===== config.mk =====
export PLATFORM = sky130hd
export DESIGN_NAME = forwarding_hazard_unit_flat
export DESIGN_NICKNAME = d
export VERILOG_FILES = /design/src/rtl/forwarding_hazard_unit_pkg.sv /design/src/rtl/forwarding_hazard_unit_if.sv /design/src/rtl/forwarding_hazard_unit_entry.sv /design/src/rtl/forwarding_hazard_unit.sv /design/src/flat_wrapper.sv
export SDC_FILE = /design/constraint.sdc
export NUM_CORES = 1
export LEC_CHECK = 0
export BUFFER_PORTS_ARGS = -buffer_cell sky130_fd_sc_hd__buf_2
export CAP_MARGIN = 30
export CORE_ASPECT_RATIO = 1.2
export CORE_UTILIZATION = 54
export CTS_BUF_LIST = sky130_fd_sc_hd__clkbuf_4 sky130_fd_sc_hd__clkbuf_8
export CTS_CLUSTER_DIAMETER = 60
export DETAILED_ROUTE_END_ITERATION = 10
export PLACE_DENSITY_LB_ADDON = 0.2
export SLEW_MARGIN = 25
export SYNTH_ARGS = -nofsm -noshare
export SYNTH_HDL_FRONTEND = slang
export SYNTH_SLANG_ARGS = --single-unit
export TNS_END_PERCENT = 100

===== constraint.sdc =====
create_clock -name clk -period 2 [get_ports clk]
set_input_delay 0.4 -clock clk [delete_from_list [all_inputs] [get_ports clk]]
set_output_delay 0.4 -clock clk [all_outputs]
set_load 0.05 [all_outputs]

===== src/rtl/forwarding_hazard_unit_pkg.sv =====
// Shared selector encodings and helpers for the forwarding/hazard unit.
// Imported by the tracker entry, the interface users and the top.
package forwarding_hazard_unit_pkg;

    localparam logic [1:0] FWD_REGFILE = 2'b00;
    localparam logic [1:0] FWD_MEMWB   = 2'b01;
    localparam logic [1:0] FWD_EXMEM   = 2'b10;

    localparam int REG_ZERO = 0;

    // The EX producer is younger, so it wins over MEM.
    function automatic logic [1:0] fwd_sel(
        input logic ex_hit,
        input logic mem_hit
    );
        logic [1:0] sel;
        sel = FWD_REGFILE;
        if (ex_hit)
            sel = FWD_EXMEM;
        else if (mem_hit)
            sel = FWD_MEMWB;
        return sel;
    endfunction

endpackage


===== src/rtl/forwarding_hazard_unit_if.sv =====
// Decode-side bundle: ID instruction info in, mux selectors and stall out.
// master = decode/pipeline control, slave = forwarding_hazard_unit.
interface forwarding_hazard_unit_if #(
    parameter int REG_ADDR_BITS = 5
);
    logic                     hold_i;
    logic                     flush_i;
    logic                     id_valid_i;
    logic [REG_ADDR_BITS-1:0] id_rs_i;
    logic [REG_ADDR_BITS-1:0] id_rt_i;
    logic                     id_uses_rs_i;
    logic                     id_uses_rt_i;
    logic                     id_reg_write_i;
    logic                     id_mem_read_i;
    logic [REG_ADDR_BITS-1:0] id_write_reg_i;
    logic [1:0]               forward_a_o;
    logic [1:0]               forward_b_o;
    logic                     stall_o;
    logic                     bubble_o;

    modport master (
        output hold_i, flush_i, id_valid_i,
        output id_rs_i, id_rt_i,
        output id_uses_rs_i, id_uses_rt_i,
        output id_reg_write_i, id_mem_read_i,
        output id_write_reg_i,
        input  forward_a_o, forward_b_o,
        input  stall_o, bubble_o
    );

    modport slave (
        input  hold_i, flush_i, id_valid_i,
        input  id_rs_i, id_rt_i,
        input  id_uses_rs_i, id_uses_rt_i,
        input  id_reg_write_i, id_mem_read_i,
        input  id_write_reg_i,
        output forward_a_o, forward_b_o,
        output stall_o, bubble_o
    );
endinterface


===== src/rtl/forwarding_hazard_unit_entry.sv =====
// One in-flight tracker stage: {valid, reg_write, mem_read, dest}.
// Holds on hold_i; clear_i loads an invalid entry (bubble).
module hazard_track_entry
    import forwarding_hazard_unit_pkg::*;
#(
    parameter int W = 5
) (
    input  logic         clk,
    input  logic         reset,
    input  logic         hold_i,
    input  logic         clear_i,
    input  logic         valid_i,
    input  logic         reg_write_i,
    input  logic         mem_read_i,
    input  logic [W-1:0] dest_i,
    output logic         valid_o,
    output logic         reg_write_o,
    output logic         mem_read_o,
    output logic [W-1:0] dest_o,
    output logic         writer_o
);

    logic         valid_q, valid_d;
    logic         reg_write_q, reg_write_d;
    logic         mem_read_q, mem_read_d;
    logic [W-1:0] dest_q, dest_d;

    always_comb begin
        valid_d     = valid_i & ~clear_i;
        reg_write_d = reg_write_i;
        mem_read_d  = mem_read_i;
        dest_d      = dest_i;
    end

    always_ff @(posedge clk or posedge reset) begin
        if (reset) begin
            valid_q     <= 1'b0;
            reg_write_q <= 1'b0;
            mem_read_q  <= 1'b0;
            dest_q      <= '0;
        end else if (!hold_i) begin
            valid_q     <= valid_d;
            reg_write_q <= reg_write_d;
            mem_read_q  <= mem_read_d;
            dest_q      <= dest_d;
        end
    end

    assign valid_o     = valid_q;
    assign reg_write_o = reg_write_q;
    assign mem_read_o  = mem_read_q;
    assign dest_o      = dest_q;
    assign writer_o    = valid_q & reg_write_q & (dest_q != W'(REG_ZERO));

endmodule


===== src/rtl/forwarding_hazard_unit.sv =====
// Tracks EX/MEM destinations, drives registered ALU operand selectors
// and a combinational load-use (or no-forwarding) stall/bubble.
module forwarding_hazard_unit
    import forwarding_hazard_unit_pkg::*;
#(
    parameter int REG_ADDR_BITS = 5,
    parameter int FORWARD_EN    = 1
) (
    input  logic                    clk,
    input  logic                    reset,
    forwarding_hazard_unit_if.slave bus
);

    localparam int W = REG_ADDR_BITS;

    logic         id_live;
    logic         hazard;
    logic         ex_valid, ex_rw, ex_mr, ex_writer;
    logic [W-1:0] ex_dest;
    logic         mem_valid, mem_rw, mem_mr, mem_writer;
    logic [W-1:0] mem_dest;
    logic         ex_hit_rs, ex_hit_rt;
    logic         mem_hit_rs, mem_hit_rt;
    logic [1:0]   sel_a, sel_b;
    logic [1:0]   fwd_a_q, fwd_a_d;
    logic [1:0]   fwd_b_q, fwd_b_d;
    logic         unused;

    assign id_live = bus.id_valid_i & ~bus.flush_i;

    hazard_track_entry #(.W(W)) u_ex (
        .clk         (clk),
        .reset       (reset),
        .hold_i      (bus.hold_i),
        .clear_i     (hazard),
        .valid_i     (id_live),
        .reg_write_i (bus.id_reg_write_i),
        .mem_read_i  (bus.id_mem_read_i),
        .dest_i      (bus.id_write_reg_i),
        .valid_o     (ex_valid),
        .reg_write_o (ex_rw),
        .mem_read_o  (ex_mr),
        .dest_o      (ex_dest),
        .writer_o    (ex_writer)
    );

    hazard_track_entry #(.W(W)) u_mem (
        .clk         (clk),
        .reset       (reset),
        .hold_i      (bus.hold_i),
        .clear_i     (1'b0),
        .valid_i     (ex_valid),
        .reg_write_i (ex_rw),
        .mem_read_i  (ex_mr),
        .dest_i      (ex_dest),
        .valid_o     (mem_valid),
        .reg_write_o (mem_rw),
        .mem_read_o  (mem_mr),
        .dest_o      (mem_dest),
        .writer_o    (mem_writer)
    );

    // The MEM load flag and raw valid/write bits are not needed past WB.
    assign unused = &{1'b0, mem_valid, mem_rw, mem_mr};

    always_comb begin
        ex_hit_rs  = ex_writer & bus.id_uses_rs_i
                   & (bus.id_rs_i == ex_dest);
        ex_hit_rt  = ex_writer & bus.id_uses_rt_i
                   & (bus.id_rt_i == ex_dest);
        mem_hit_rs = mem_writer & bus.id_uses_rs_i
                   & (bus.id_rs_i == mem_dest);
        mem_hit_rt = mem_writer & bus.id_uses_rt_i
                   & (bus.id_rt_i == mem_dest);
    end

    always_comb begin
        hazard = 1'b0;
        if (FORWARD_EN != 0)
            hazard = id_live & ex_mr & (ex_hit_rs | ex_hit_rt);
        else
            hazard = id_live & (ex_hit_rs | ex_hit_rt
                              | mem_hit_rs | mem_hit_rt);
    end

    always_comb begin
        sel_a = FWD_REGFILE;
        sel_b = FWD_REGFILE;
        if (FORWARD_EN != 0 && id_live) begin
            if (bus.id_rs_i != W'(REG_ZERO))
                sel_a = fwd_sel(ex_hit_rs, mem_hit_rs);
            if (bus.id_rt_i != W'(REG_ZERO))
                sel_b = fwd_sel(ex_hit_rt, mem_hit_rt);
        end
        fwd_a_d = hazard ? FWD_REGFILE : sel_a;
        fwd_b_d = hazard ? FWD_REGFILE : sel_b;
    end

    always_ff @(posedge clk or posedge reset) begin
        if (reset) begin
            fwd_a_q <= FWD_REGFILE;
            fwd_b_q <= FWD_REGFILE;
        end else if (!bus.hold_i) begin
            fwd_a_q <= fwd_a_d;
            fwd_b_q <= fwd_b_d;
        end
    end

    assign bus.forward_a_o = fwd_a_q;
    assign bus.forward_b_o = fwd_b_q;
    assign bus.stall_o     = hazard & ~bus.hold_i;
    assign bus.bubble_o    = hazard & ~bus.hold_i;

endmodule

===== src/flat_wrapper.sv =====
// flat-port wrapper written by rule: the top's interface ports become plain ports
module forwarding_hazard_unit_flat import forwarding_hazard_unit_pkg::*;
#(
    parameter int REG_ADDR_BITS = 5,
    parameter int FORWARD_EN    = 1
)
  (clk, reset, bus_hold_i, bus_flush_i, bus_id_valid_i, bus_id_rs_i, bus_id_rt_i, bus_id_uses_rs_i, bus_id_uses_rt_i, bus_id_reg_write_i, bus_id_mem_read_i, bus_id_write_reg_i, bus_forward_a_o, bus_forward_b_o, bus_stall_o, bus_bubble_o);
  forwarding_hazard_unit_if #(.REG_ADDR_BITS(REG_ADDR_BITS)) bus_i ();
  input  logic clk;
  input  logic reset;
  input wire logic [$bits(bus_i.hold_i)-1:0] bus_hold_i;
  input wire logic [$bits(bus_i.flush_i)-1:0] bus_flush_i;
  input wire logic [$bits(bus_i.id_valid_i)-1:0] bus_id_valid_i;
  input wire logic [$bits(bus_i.id_rs_i)-1:0] bus_id_rs_i;
  input wire logic [$bits(bus_i.id_rt_i)-1:0] bus_id_rt_i;
  input wire logic [$bits(bus_i.id_uses_rs_i)-1:0] bus_id_uses_rs_i;
  input wire logic [$bits(bus_i.id_uses_rt_i)-1:0] bus_id_uses_rt_i;
  input wire logic [$bits(bus_i.id_reg_write_i)-1:0] bus_id_reg_write_i;
  input wire logic [$bits(bus_i.id_mem_read_i)-1:0] bus_id_mem_read_i;
  input wire logic [$bits(bus_i.id_write_reg_i)-1:0] bus_id_write_reg_i;
  output wire logic [$bits(bus_i.forward_a_o)-1:0] bus_forward_a_o;
  output wire logic [$bits(bus_i.forward_b_o)-1:0] bus_forward_b_o;
  output wire logic [$bits(bus_i.stall_o)-1:0] bus_stall_o;
  output wire logic [$bits(bus_i.bubble_o)-1:0] bus_bubble_o;
  assign bus_i.hold_i = bus_hold_i;
  assign bus_i.flush_i = bus_flush_i;
  assign bus_i.id_valid_i = bus_id_valid_i;
  assign bus_i.id_rs_i = bus_id_rs_i;
  assign bus_i.id_rt_i = bus_id_rt_i;
  assign bus_i.id_uses_rs_i = bus_id_uses_rs_i;
  assign bus_i.id_uses_rt_i = bus_id_uses_rt_i;
  assign bus_i.id_reg_write_i = bus_id_reg_write_i;
  assign bus_i.id_mem_read_i = bus_id_mem_read_i;
  assign bus_i.id_write_reg_i = bus_id_write_reg_i;
  assign bus_forward_a_o = bus_i.forward_a_o;
  assign bus_forward_b_o = bus_i.forward_b_o;
  assign bus_stall_o = bus_i.stall_o;
  assign bus_bubble_o = bus_i.bubble_o;
  forwarding_hazard_unit #(.REG_ADDR_BITS(REG_ADDR_BITS), .FORWARD_EN(FORWARD_EN)) u_core (.clk(clk), .reset(reset), .bus(bus_i));
endmodule

## Word level (Yosys, flattened, before mapping)

Index checks and enable logic that the tools add are counted.

- Flip-flop bits (word level): 19
- Latch bits: 0
- Bits in writable memories: 0
- Bits in read-only memories: 0
- Bits of input ports: 24
- Output and inout bits: 6
- Memories kept: 0

- Add/subtract/negate cells: 0
- Multipliers: 0
- Div/mod/pow operators: 0
- Magnitude comparators: 0
- Eq/ne operators: 4
- Shifts and indexed selects: 0
- Multiplexer cells: 10
- Bitwise gates (word level): 21
- Reduce and logical (&&, ||, !) cells: 4

Operator list:

| kind | number |
|---|---|
| 5-bit equality test | 4 |
| 5-bit nonzero test | 4 |
| 1-bit bitwise AND | 17 |
| 2-bit 2-to-1 mux | 8 |
| 1-bit inverter | 3 |
| 1-bit 2-to-1 mux | 2 |
| 1-bit bitwise OR | 1 |

## Longest topological paths before layout

Gate-level depths: netlist of run 1.

- Depth in word-level cells: 9
- Depth in mapped cells: 5
- Mapped depth without buffers: 4

## By module

From an unflattened synthesis of run 1, not the netlist that was laid out.

- Cells, all modules: 104
- Area, all modules: 1139.8 µm²

By module, submodules not included:

| module | instances | cells an instance | area each (µm²) | sequential area each (µm²) |
|---|---|---|---|---|
| hazard_track_entry | 2 | 22 | 319.1 | 200.2 |
| forwarding_hazard_unit | 1 | 60 | 501.7 | 100.1 |

## Worst setup path before layout of run 1

Ideal clock, no wire load.

- Path kind: reg2out
- From: register u_core.u_ex.dest_q[4] (netlist: u_core.u_ex.dest_o[4])
- To: output port bus_stall_o
- Arrival time: 2.519 ns
- Data required time: 1.600 ns
- Setup slack: -0.919 ns
- Cell stages (with the launch flop): 6
- Cell sequence: dfrtp_1 > xnor2_1 > nand4_1 > o22a_1 > nor3_1 > buf_4

- Longest elaborated chain between the ends: 7
- Elaborated cells between the ends (all ways): 11
- Classes of those cells: 2 x eq/ne; 8 x bitwise; 1 x reduce/logical

Ends and longest elaborated chain:

| element | RTL line | RTL |
|---|---|---|
| start, declared | forwarding_hazard_unit_entry.sv:26 | `logic [W-1:0] dest_q, dest_d;` |
| start signal, assigned | forwarding_hazard_unit_entry.sv:45 | `dest_q <= dest_d;` |
| 5-bit nonzero test | forwarding_hazard_unit_entry.sv:53 | `assign writer_o = valid_q & reg_write_q & (dest_q != W'(REG_ZERO));` |
| 1-bit bitwise AND | forwarding_hazard_unit_entry.sv:53 |  |
| 1-bit bitwise AND (on tied branches) | forwarding_hazard_unit.sv:67, forwarding_hazard_unit.sv:69 |  |
| 1-bit bitwise AND (on tied branches) | forwarding_hazard_unit.sv:68, forwarding_hazard_unit.sv:70 |  |
| 1-bit bitwise OR (*) | forwarding_hazard_unit.sv:80 | `hazard = id_live & ex_mr & (ex_hit_rs \| ex_hit_rt);` |
| 1-bit bitwise AND (*) | forwarding_hazard_unit.sv:80 |  |
| 1-bit bitwise AND (*) | - |  |
| end, declared | flat_wrapper.sv:23 | `output wire logic [$bits(bus_i.stall_o)-1:0] bus_stall_o;` |

Every way passes the cells marked *; elsewhere a longest branch is shown, timed or not.

## Worst setup path after layout of run 1

- From: register u_core.u_ex.dest_q[1] (netlist: u_core.u_ex.dest_o[1])
- To: output port bus_bubble_o

- Longest elaborated chain between the ends: 7
- Elaborated cells between the ends (all ways): 11
- Classes of those cells: 2 x eq/ne; 8 x bitwise; 1 x reduce/logical

Ends and longest elaborated chain:

| element | RTL line | RTL |
|---|---|---|
| 5-bit nonzero test | forwarding_hazard_unit_entry.sv:53 |  |
| 1-bit bitwise AND | forwarding_hazard_unit_entry.sv:53 |  |
| 1-bit bitwise AND (on tied branches) | forwarding_hazard_unit.sv:67, forwarding_hazard_unit.sv:69 |  |
| 1-bit bitwise AND (on tied branches) | forwarding_hazard_unit.sv:68, forwarding_hazard_unit.sv:70 |  |
| 1-bit bitwise OR (*) | forwarding_hazard_unit.sv:80 |  |
| 1-bit bitwise AND (*) | forwarding_hazard_unit.sv:80 |  |
| 1-bit bitwise AND (*) | forwarding_hazard_unit.sv:112 | `assign bus.bubble_o = hazard & ~bus.hold_i;` |
| end, declared | flat_wrapper.sv:24 | `output wire logic [$bits(bus_i.bubble_o)-1:0] bus_bubble_o;` |

Marks and branches as above.

==> metrics.md, run 1 <==
| Metric | Value |
|---|---|
| Starting density of the core | just under 60% |
| Top cell type's share of synthesized area | 42.32% |
| Highest Clock Rate | 442.2 MHz |
| CP startpoint kind | flip-flop |
| Clock latency on the worst-skew pair | roughly 0.30 ns |
| Failing checks | design-rule violations, negative setup slack |
| Unrepaired setup endpoints after global routing | true |
| Total GRT Usage | 27.26% |
| CTS buffer count | 3 |
| Site row count | 17 |
| Max_slew headroom | 52.45% |
| Layout cells sized above 1 | 56.34% |
| VDD IR max | between 500 and 600 uV |
| Die area | 2268 um^2 |
| Syn Inst Count | 99 |
| First-pass GRT wire length | 4.367 mm |
| Vias in the first global route | about 990 |
| Via/cell ratio | 6.149 |
| Core area | 1893 um^2 |
| Final setup margin | -0.2616 ns |
| CTS Root Buffer Type | clkbuf_4 |
| Finished Cell Area | 1506 um^2 |
| GP Congestion | 0.8629 |
| Leak | around 0.00070 uW |
| FF+latch count, synth | 19 |
| Syn Std Cell Area | 1124 um^2 |
| Yosys top cell by area | dfrtp_1 |
| Reg power frac | 50.7% |
| Outcome | finished with violations |
| PortBufs | 29 |
| Worst EP required | about 1.6 ns |
| Worst Path Max Fanout | 5 |
| Clk buf depth | 2 |
| First-pass DRT Iterations | 7 |
| Mean Syn Cell Area | between 10 and 15 um^2 |
| Post-DRT Antenna Nets | 0 |
| Final Setup Violations | 2 |
| Yosys warning total | 0 |
| Clk pwr share | a little over a fifth |
| Wire per inst | around 18 um |
| Total Nets Final | roughly 170 |
| Worst-Margin Slew | 0.7125 ns |
| Final WL | 2.863 mm |
| Commonest non-fill, non-tap cells in the layout | buf_2, dfrtp_1, mux2_2, buf_4, xor2_1 |
| Worst-path clk slew | approximately 0.11 ns |
| Pint | 646.3 uW |
| Setup crit end kind | output port |
| Antenna violations before repair | 0 |
| Area delta synth->final | 34.08% |
| Slew Limit Fails | 0 |
| Ports | 30 |
| Synth area leaders | dfrtp_1, mux2_2, xnor2_1 |
| P_sw | about 300 uW |
| Data arrival time of the worst path | 1.86 ns |
| Largest net degree at the start of global routing | 24 |
| Clock sinks | 19 |
| Switch share | 31.27% |
| Pwr Density | 624.3 nW/um^2 |
| Commonest non-fill, non-tap cell in the layout | buf_2 |
| Post-synthesis sequential area ratio | between 40% and 50% |
| WS Path Type | reg2out |
| DR iter-0 viols | 44 |
| Fin Clk Skew | about 0.0055 ns |
| Final hold violations | 0 |
| Total grt overflow | 0 |
| Die width | 43.64 um |
| N_diodes | 0 |
| Height of the die | 51.97 um |
| Max-Cap Viols | 0 |
| Yosys cell types | 29 |
| Gate power share | 28.5% |
| H-tree depth | 1 |
| # DRC | 2 |
| DR vias | roughly 1000 |
| CTS tree | done |
| Min-delay worst type | in2async |
| Net count of the mapped netlist | 123 |
| DP Worst Slack | -0.04312 ns |
| Post-layout min period | approximately 2.3 ns |
| DP HPWL | 1.877 mm |
| Placed Area | 1330 um^2 |
| Crit share post-route | 113.1% |
[cell type report]
type	count	area [um^2]
Clock inverter	1	5.005
Timing Repair Buffer	43	281.5
Tap cell	19	23.77
Inverter	3	11.26
Fill cell	113	386.6
Multi-Input combinational cell	73	684.4
Sequential cell	19	478.0
Clock buffer	3	22.52
[cells in the mapped netlist, drive strengths merged]
cell type  instances
a211oi             2
a21bo              1
a21oi              3
a22oi              2
a32oi              1
and2               2
buf                2
clkbuf             2
dfrtp             19
inv                3
mux2              14
nand2              6
nand3              2
nand4              2
nor2               2
nor3               4
nor4               2
o2111ai            2
o211ai             1
o22a               1
o22ai              2
o41ai              2
or3b               1
or4                1
or4b               1
xnor2             11
xor2               8
[stage by stage]
step / total power, uW / instances / hold WS [ns] / utilization [%] / TNS [ns]
floorplan: 612.5 / 99 / 0.3511 / - / -0.1498
global placement: 687.2 / 150 / 0.4607 / 70.26 / 0
detailed placement: 698.5 / 150 / 0.4595 / 70.26 / -0.08277
CTS: 923.6 / 162 / 0.2106 / 77.99 / -0.4017
global route: 982.7 / 161 / 0.2489 / 79.58 / -0.5639
finish: 940.5 / 161 / 0.1906 / 79.58 / -0.5218
[what timing repair did]
item / CTS / global route
gates resized for setup: 14 / 9
setup buffers: 8 / 2
setup endpoints to repair: 2 / 5
hold buffers: 0 / 0
pin swaps: 6 / 7
[critical path: stages, from the launching register on]
cell and delay [ns]:
dfrtp_1 0.45, xnor2_1 0.19, nand4_1 0.19, o22a_1 0.29
nor3_4 0.24, buf_6 0.19
[final timing paths]
kind	start	endpoint	slack [ns]	depth (start not counted)
min reg2reg	u_core.bus.forward_b_o[1]$_DFFE_PP0N_	u_core.bus.forward_b_o[1]$_DFFE_PP0N_	0.51	2
min in group clk	bus_id_write_reg_i[3]	u_core.u_ex.dest_o[3]$_DFFE_PP0N_	0.32	2
max reg2reg	u_core.u_ex.dest_o[1]$_DFFE_PP0N_	u_core.bus.forward_a_o[0]$_DFFE_PP0N_	0.05	10
max in group asynchronous	reset	u_core.u_ex.dest_o[3]$_DFFE_PP0N_	1.32	2
min	reset	u_core.u_ex.dest_o[2]$_DFFE_PP0N_	0.19	2
max	u_core.u_ex.dest_o[1]$_DFFE_PP0N_	bus_bubble_o	-0.26	5
[cells by family after synthesis]
| logic type | share of synthesized area [%] |
|---|---|
| and+or+nand+nor | 11.91 |
| xor gates and xnor gates | 14.81 |
| DFF | 42.32 |
| AOI/OAI and AO/OA | 13.59 |
| muxes | 14.03 |
| buffers and inverters | 3.341 |
[state kept, by name, indices dropped and copies added, names as in the netlist]
signal and count:
u_core.u_ex.dest_o 5, u_core.u_mem.dest_o 5, u_core.bus.forward_a_o 2, u_core.bus.forward_b_o 2
u_core.u_ex.mem_read_o 1, u_core.u_ex.reg_write_o 1, u_core.u_ex.valid_o 1, u_core.u_mem.reg_write_o 1
u_core.u_mem.valid_o 1
[metal layers]
layer  track usage, %  vias to the layer above  part of all wire, %
li1                 -                      450                    -
met1            31.98                      483                   38
met2            49.00                       48                   52
met3            3.819                        9                  6.1
met4            10.94                        0                  3.3
met5                0                        -                    0
[power by group through the flow]
stage	clock network (uW)	registers [uW]	logic, uW
final	195	476	268
after global routing	214	482	286
after CTS	201	472	251
after detailed placement	0	479	220
after global placement	0	476	211
after floorplan	0	468	145
Power figures use the tool's default switching activity.
==> run 2: changes to the inputs <==
- GPL_TIMING_DRIVEN: unset -> 0
==> metrics.md, run 2 (synthesis results as in run 1) <==
| Metric | Value |
|---|---|
| Min-delay worst type | in2async |
| Slew Limit Fails | 0 |
| Worst-Margin Slew | 0.7147 ns |
| Total GRT Usage | approximately 25% |
| Critical path's top delay family | simple AND/OR/NAND/NOR gates |
| Final setup TNS | -0.4961 ns |
| PortBufs | 28 |
| Max-Cap Viols | 0 |
| CP startpoint kind | flip-flop |
| First-pass GRT wire length | 4.064 mm |
| Final Setup Violations | 2 |
| Final setup margin | -0.2783 ns |
| Total grt overflow | 0 |
| Post-layout min period | 2.278 ns |
| Unrepaired setup endpoints after global routing | true |
| Clock latency on the worst-skew pair | ~0.29 ns |
| Final hold violations | 0 |
| CTS buffer count | 3 |
| Ports | 30 |
| Site row count | 17 |
| Die width | 43.64 um |
| Layout cells sized above 1 | 52.17% |
| Clock sinks | 19 |
| Via/cell ratio | 5.924 |
| Total Nets Final | 163 |
| CTS tree | done |
| Antenna violations before repair | 0 |
| Failing checks | design-rule violations, negative setup slack |
| Commonest non-fill, non-tap cell in the layout | buf_2 |
| CTS Root Buffer Type | clkbuf_4 |
| Die area | 2268 um^2 |
| Wire per inst | between 15 and 20 um |
| Highest Clock Rate | 438.9 MHz |
| Largest net degree at the start of global routing | 20 |
| Area delta synth->final | 27.62% |
| Worst Path Max Fanout | 4 |
| Slowest CP cell | or4_4 |
| VDD IR max | 569.4 uV |
| Commonest non-fill, non-tap cells in the layout | buf_2, mux2_2, dfrtp_1, xnor2_1 |
| First-pass DRT Iterations | 7 |
| Clk buf depth | 2 |
| # DRC | 2 |
| N_diodes | 0 |
| Final WL | ~2.5 mm |
| Worst EP required | 1.60 ns |
| DR iter-0 viols | 10 |
| Crit path buffers/inverters | 2 |
| Starting density of the core | 59.35% |
| Data arrival time of the worst path | between 1.5 and 2 ns |
| Max_slew headroom | about 52% |
| Post-DRT Antenna Nets | 0 |
| Worst-path clk slew | 0.11 ns |
| WS Path Type | reg2out |
| Height of the die | 51.97 um |
| H-tree depth | 1 |
| Outcome | finished with violations |
| Pwr Density | 630.5 nW/um^2 |
| Cell Count, Final, Fillers Out | 157 |
| Fin Clk Skew | 0.004005 ns |
| CP Cell Sequence | or4_4 > o2111ai_4 > nor3_4 > buf_6 > buf_8 |
| Setup crit end kind | output port |
| DP Cell Count | 146 |
| Crit path largest cell delay | 0.57 ns |
| DP HPWL | 1.820 mm |
| Crit share post-route | 113.9% |
| GP Congestion | about 0.9 |
| Vias in the first global route | 945 |
| DR vias | 930 |
| Leak | 0.0006484 uW |
| Core area | 1893 um^2 |
[run 2: cell count changes in the layout (fill, tap and decap cells not counted), sizes merged]
cell	previous run	this run
buf	43	37
clkbuf	3	5
[run 2: path summary, 6_finish.rpt]
path | endpoint | start | slack [ns] | depth (start not counted)
worst max register to register | u_core.bus.forward_b_o[1]$_DFFE_PP0N_ | u_core.u_ex.dest_o[0]$_DFFE_PP0N_ | 0.26 | 5
min in group clk | u_core.u_ex.mem_read_o$_DFFE_PP0N_ | bus_id_mem_read_i | 0.32 | 2
worst min register to register | u_core.bus.forward_a_o[1]$_DFFE_PP0N_ | u_core.bus.forward_a_o[1]$_DFFE_PP0N_ | 0.50 | 2
worst max-delay path | bus_stall_o | u_core.u_ex.dest_o[0]$_DFFE_PP0N_ | -0.28 | 5
worst min-delay path | u_core.u_ex.dest_o[3]$_DFFE_PP0N_ | reset | 0.20 | 2
max in group asynchronous | u_core.u_ex.dest_o[1]$_DFFE_PP0N_ | reset | 1.31 | 2
[run 2: layout make-up]
cell class | count | area, um^2
clock inverter | 1 | 5.005
timing repair buffer | 35 | 205.2
buffer | 4 | 30.03
fill | 123 | 459.2
multi-input combinational | 73 | 654.4
sequential | 19 | 481.7
tap | 19 | 23.77
clock buffer | 3 | 22.52
inverter | 3 | 11.26
[run 2: per-layer routing]
layer	vias to the layer above	track usage (%)	share of wire, %	routed length, um
met2	38	44.53	50	1227
li1	436	-	-	-
met5	-	0	0	0
met1	452	29.05	44	1075
met4	0	8.333	1.7	42
met3	4	4.167	4.6	113
[run 2: where the power goes]
part           switching [uW]  internal, uW
sequential               56.4           424
clock                     122          74.4
combinational             101           126
total                     279           625
[run 2: metrics by stage]
| step | utilization, % | total power (uW) | hold slack (ns) | worst slack [ns] | instance area, um^2 |
|---|---|---|---|---|---|
| 6_report | 75.74 | 904.1 | 0.2018 | -0.2783 | 1434 |
| 3_5_place_dp | 68.80 | 681.5 | 0.4683 | -0.2011 | 1303 |
| 3_3_place_gp | 68.80 | 668.9 | 0.4618 | -0.1770 | 1303 |
| 4_1_cts | 73.69 | 892.4 | 0.2149 | -0.3085 | 1395 |
| 2_1_floorplan | - | 612.5 | 0.3511 | -0.1498 | 1139 |
| 5_1_grt | 75.74 | 945.8 | 0.2698 | -0.3598 | 1434 |
[run 2: what timing repair did]
| item | in CTS | in global routing |
|---|---|---|
| setup endpoints to repair | 2 | 2 |
| hold buffers | 0 | 0 |
| resized for setup | 7 | 7 |
| pin swaps | 3 | 6 |
| buffers inserted | 5 | 2 |
[run 2: worst register-to-register path, stage by stage (launching register included)]
cell and delay, ns:
dfrtp_2 0.46, or4_4 0.57, buf_4 0.16, o211ai_2 0.20
or4b_4 0.18, o41ai_2 0.05
==> run 3: changes to the inputs <==
- RECOVER_POWER: unset -> 100
- SKIP_LAST_GASP: unset -> 1
==> metrics.md, run 3 (synthesis results as in run 1) <==
| Metric | Value |
|---|---|
| Outcome | finished with violations |
| Failing checks | design-rule violations, negative setup slack |
| N_diodes | 0 |
| Via/cell ratio | roughly 5.9 |
| Commonest non-fill, non-tap cell in the layout | buf_2 |
| Reg power frac | between 50% and 60% |
| Leak | between 0.0006 and 0.0007 uW |
| DR iter-0 viols | 10 |
| Site row count | 17 |
| # DRC | 2 |
| CTS buffer count | 3 |
| Final setup TNS | -0.4954 ns |
| Fin Clk Skew | around 0.0037 ns |
| Worst-path clk slew | 0.11 ns |
| Clk pwr share | 21.7% |
| Commonest non-fill, non-tap cells in the layout | buf_2, mux2_2, dfrtp_1, xnor2_1 |
| Crit path largest cell delay | 0.57 ns |
| Antenna violations before repair | 0 |
| Pwr Density | roughly 630 nW/um^2 |
| DR vias | 931 |
| Gate power share | 25.0% |
| CP Cell Sequence | or4_4 > o2111ai_4 > nor3_4 > buf_6 > buf_8 |
| Post-DRT Antenna Nets | 0 |
| Final Setup Violations | 2 |
| VDD IR max | 568.5 uV |
| Met2 usage | 44.53% |
| Final setup margin | -0.2780 ns |
| Vias in the first global route | 945 |
| Clk buf depth | 2 |
| Highest Clock Rate | 439.0 MHz |
| Met1 GRT Util | 29.05% |
| Ports | 30 |
| P_sw | 279.0 uW |
| Unrepaired setup endpoints after global routing | true |
| CP startpoint kind | flip-flop |
| Slew Limit Fails | 0 |
| Slowest CP cell | or4_4 |
| PortBufs | 28 |
| Worst-Margin Slew | 0.7151 ns |
| Number of hold buffers added after cts | 0 |
| Setup crit end kind | output port |
| Core area | about 1900 um^2 |
| First-pass GRT wire length | 4.064 mm |
| Die area | roughly 2300 um^2 |
| Flop2flop setup slack | 0.26 ns |
| Total grt overflow | 0 |
| WS Path Type | reg2out |
| Placed Area | around 1300 um^2 |
| Data arrival time of the worst path | 1.88 ns |
| Height of the die | 51.97 um |
| DP HPWL | 1.820 mm |
| Clock latency on the worst-skew pair | 0.29 ns |
| Worst EP required | 1.60 ns |
| Global-route track usage on met3 | 4.167% |
| Max-Cap Viols | 0 |
| GRT Max-Usage Layer | met2 |
| First-pass DRT Iterations | 7 |
| Area delta synth->final | 26.50% |
| Crit share post-route | 113.9% |
| H-tree depth | 1 |
| Switch share | 30.93% |
| Worst Path Max Fanout | 4 |
| Clock sinks | 19 |
| Post-layout min period | 2.278 ns |
| CTS Root Buffer Type | clkbuf_4 |
| Largest net degree at the start of global routing | 20 |
| Layout cells sized above 1 | 48.55% |
| Die width | 43.64 um |
| Final WL | 2.463 mm |
| Wire per inst | 15.69 um |
| Min-delay worst type | in2async |
| GP Congestion | between 0.8 and 0.9 |
| Final hold violations | 0 |
| Total GRT Usage | approximately a quarter |
| CTS tree | done |
| Total Nets Final | between 150 and 200 |
| Starting density of the core | 59.35% |
| Finished Cell Area | around 1400 um^2 |
| Pint | 623.0 uW |
| Max_slew headroom | between 50 and 60% |
run 3: critical path: cells and delay by family, from the launching register on:
kind	cells	cell delay [ns]
simple gates	2	0.63
flops	1	0.46
buf+inv	2	0.25
compound gates	1	0.23
run 3: layer usage:
metal / share of wire, % / wire [um]
met1: 44 / 1085
met4: 1.7 / 42
met3: 4.5 / 111
met5: 0 / 0
met2: 50 / 1223
run 3: path summary, 6_finish.rpt:
check | cells after the start | end | startpoint
worst max-delay path | 5 | bus_stall_o | u_core.u_ex.dest_o[0]$_DFFE_PP0N_
worst min-delay path | 2 | u_core.u_ex.dest_o[3]$_DFFE_PP0N_ | reset
worst max register to register | 5 | u_core.bus.forward_b_o[1]$_DFFE_PP0N_ | u_core.u_ex.dest_o[0]$_DFFE_PP0N_
worst min register to register | 2 | u_core.bus.forward_a_o[1]$_DFFE_PP0N_ | u_core.bus.forward_a_o[1]$_DFFE_PP0N_
max in group asynchronous | 2 | u_core.u_ex.dest_o[1]$_DFFE_PP0N_ | reset
min in group clk | 2 | u_core.u_ex.mem_read_o$_DFFE_PP0N_ | bus_id_mem_read_i
run 3: power groups by stage:
stage | clock network, uW | registers [uW] | logic, uW
after detailed placement | 0 | 483 | 199
after CTS | 198 | 479 | 216
final | 196 | 480 | 226
after global placement | 0 | 480 | 189
after global routing | 211 | 486 | 247
after floorplan | 0 | 468 | 145
run 3: layout make-up:
cell class / count / area [um^2]
flip-flops and latches: 19 / 481.7
clock inverters: 1 / 5.005
inverters: 3 / 11.26
well taps: 19 / 23.77
fillers: 127 / 471.7
multi-input cells: 73 / 654.4
plain buffers: 4 / 22.52
repair buffers: 35 / 200.2
clock buffers: 3 / 22.52
run 3: through the flow:
| step | power, uW | cells | utilization (%) | hold slack (ns) | setup WS [ns] |
|---|---|---|---|---|---|
| 2_1_floorplan | 612.5 | 99 | - | 0.3511 | -0.1498 |
| 3_3_place_gp | 668.9 | 146 | 68.80 | 0.4618 | -0.1770 |
| 3_5_place_dp | 681.5 | 146 | 68.80 | 0.4683 | -0.2011 |
| 4_1_cts | 892.4 | 155 | 73.69 | 0.2149 | -0.3085 |
| 5_1_grt | 944.1 | 157 | 75.08 | 0.2698 | -0.3598 |
| 6_report | 902.0 | 157 | 75.08 | 0.2020 | -0.2780 |
run 3: repair_timing:
action	4_1_cts	5_1_grt
resized for setup	7	7
setup buffers	5	2
endpoints found under the setup margin	2	2
hold endpoints to repair	0	0
pin swaps	3	6
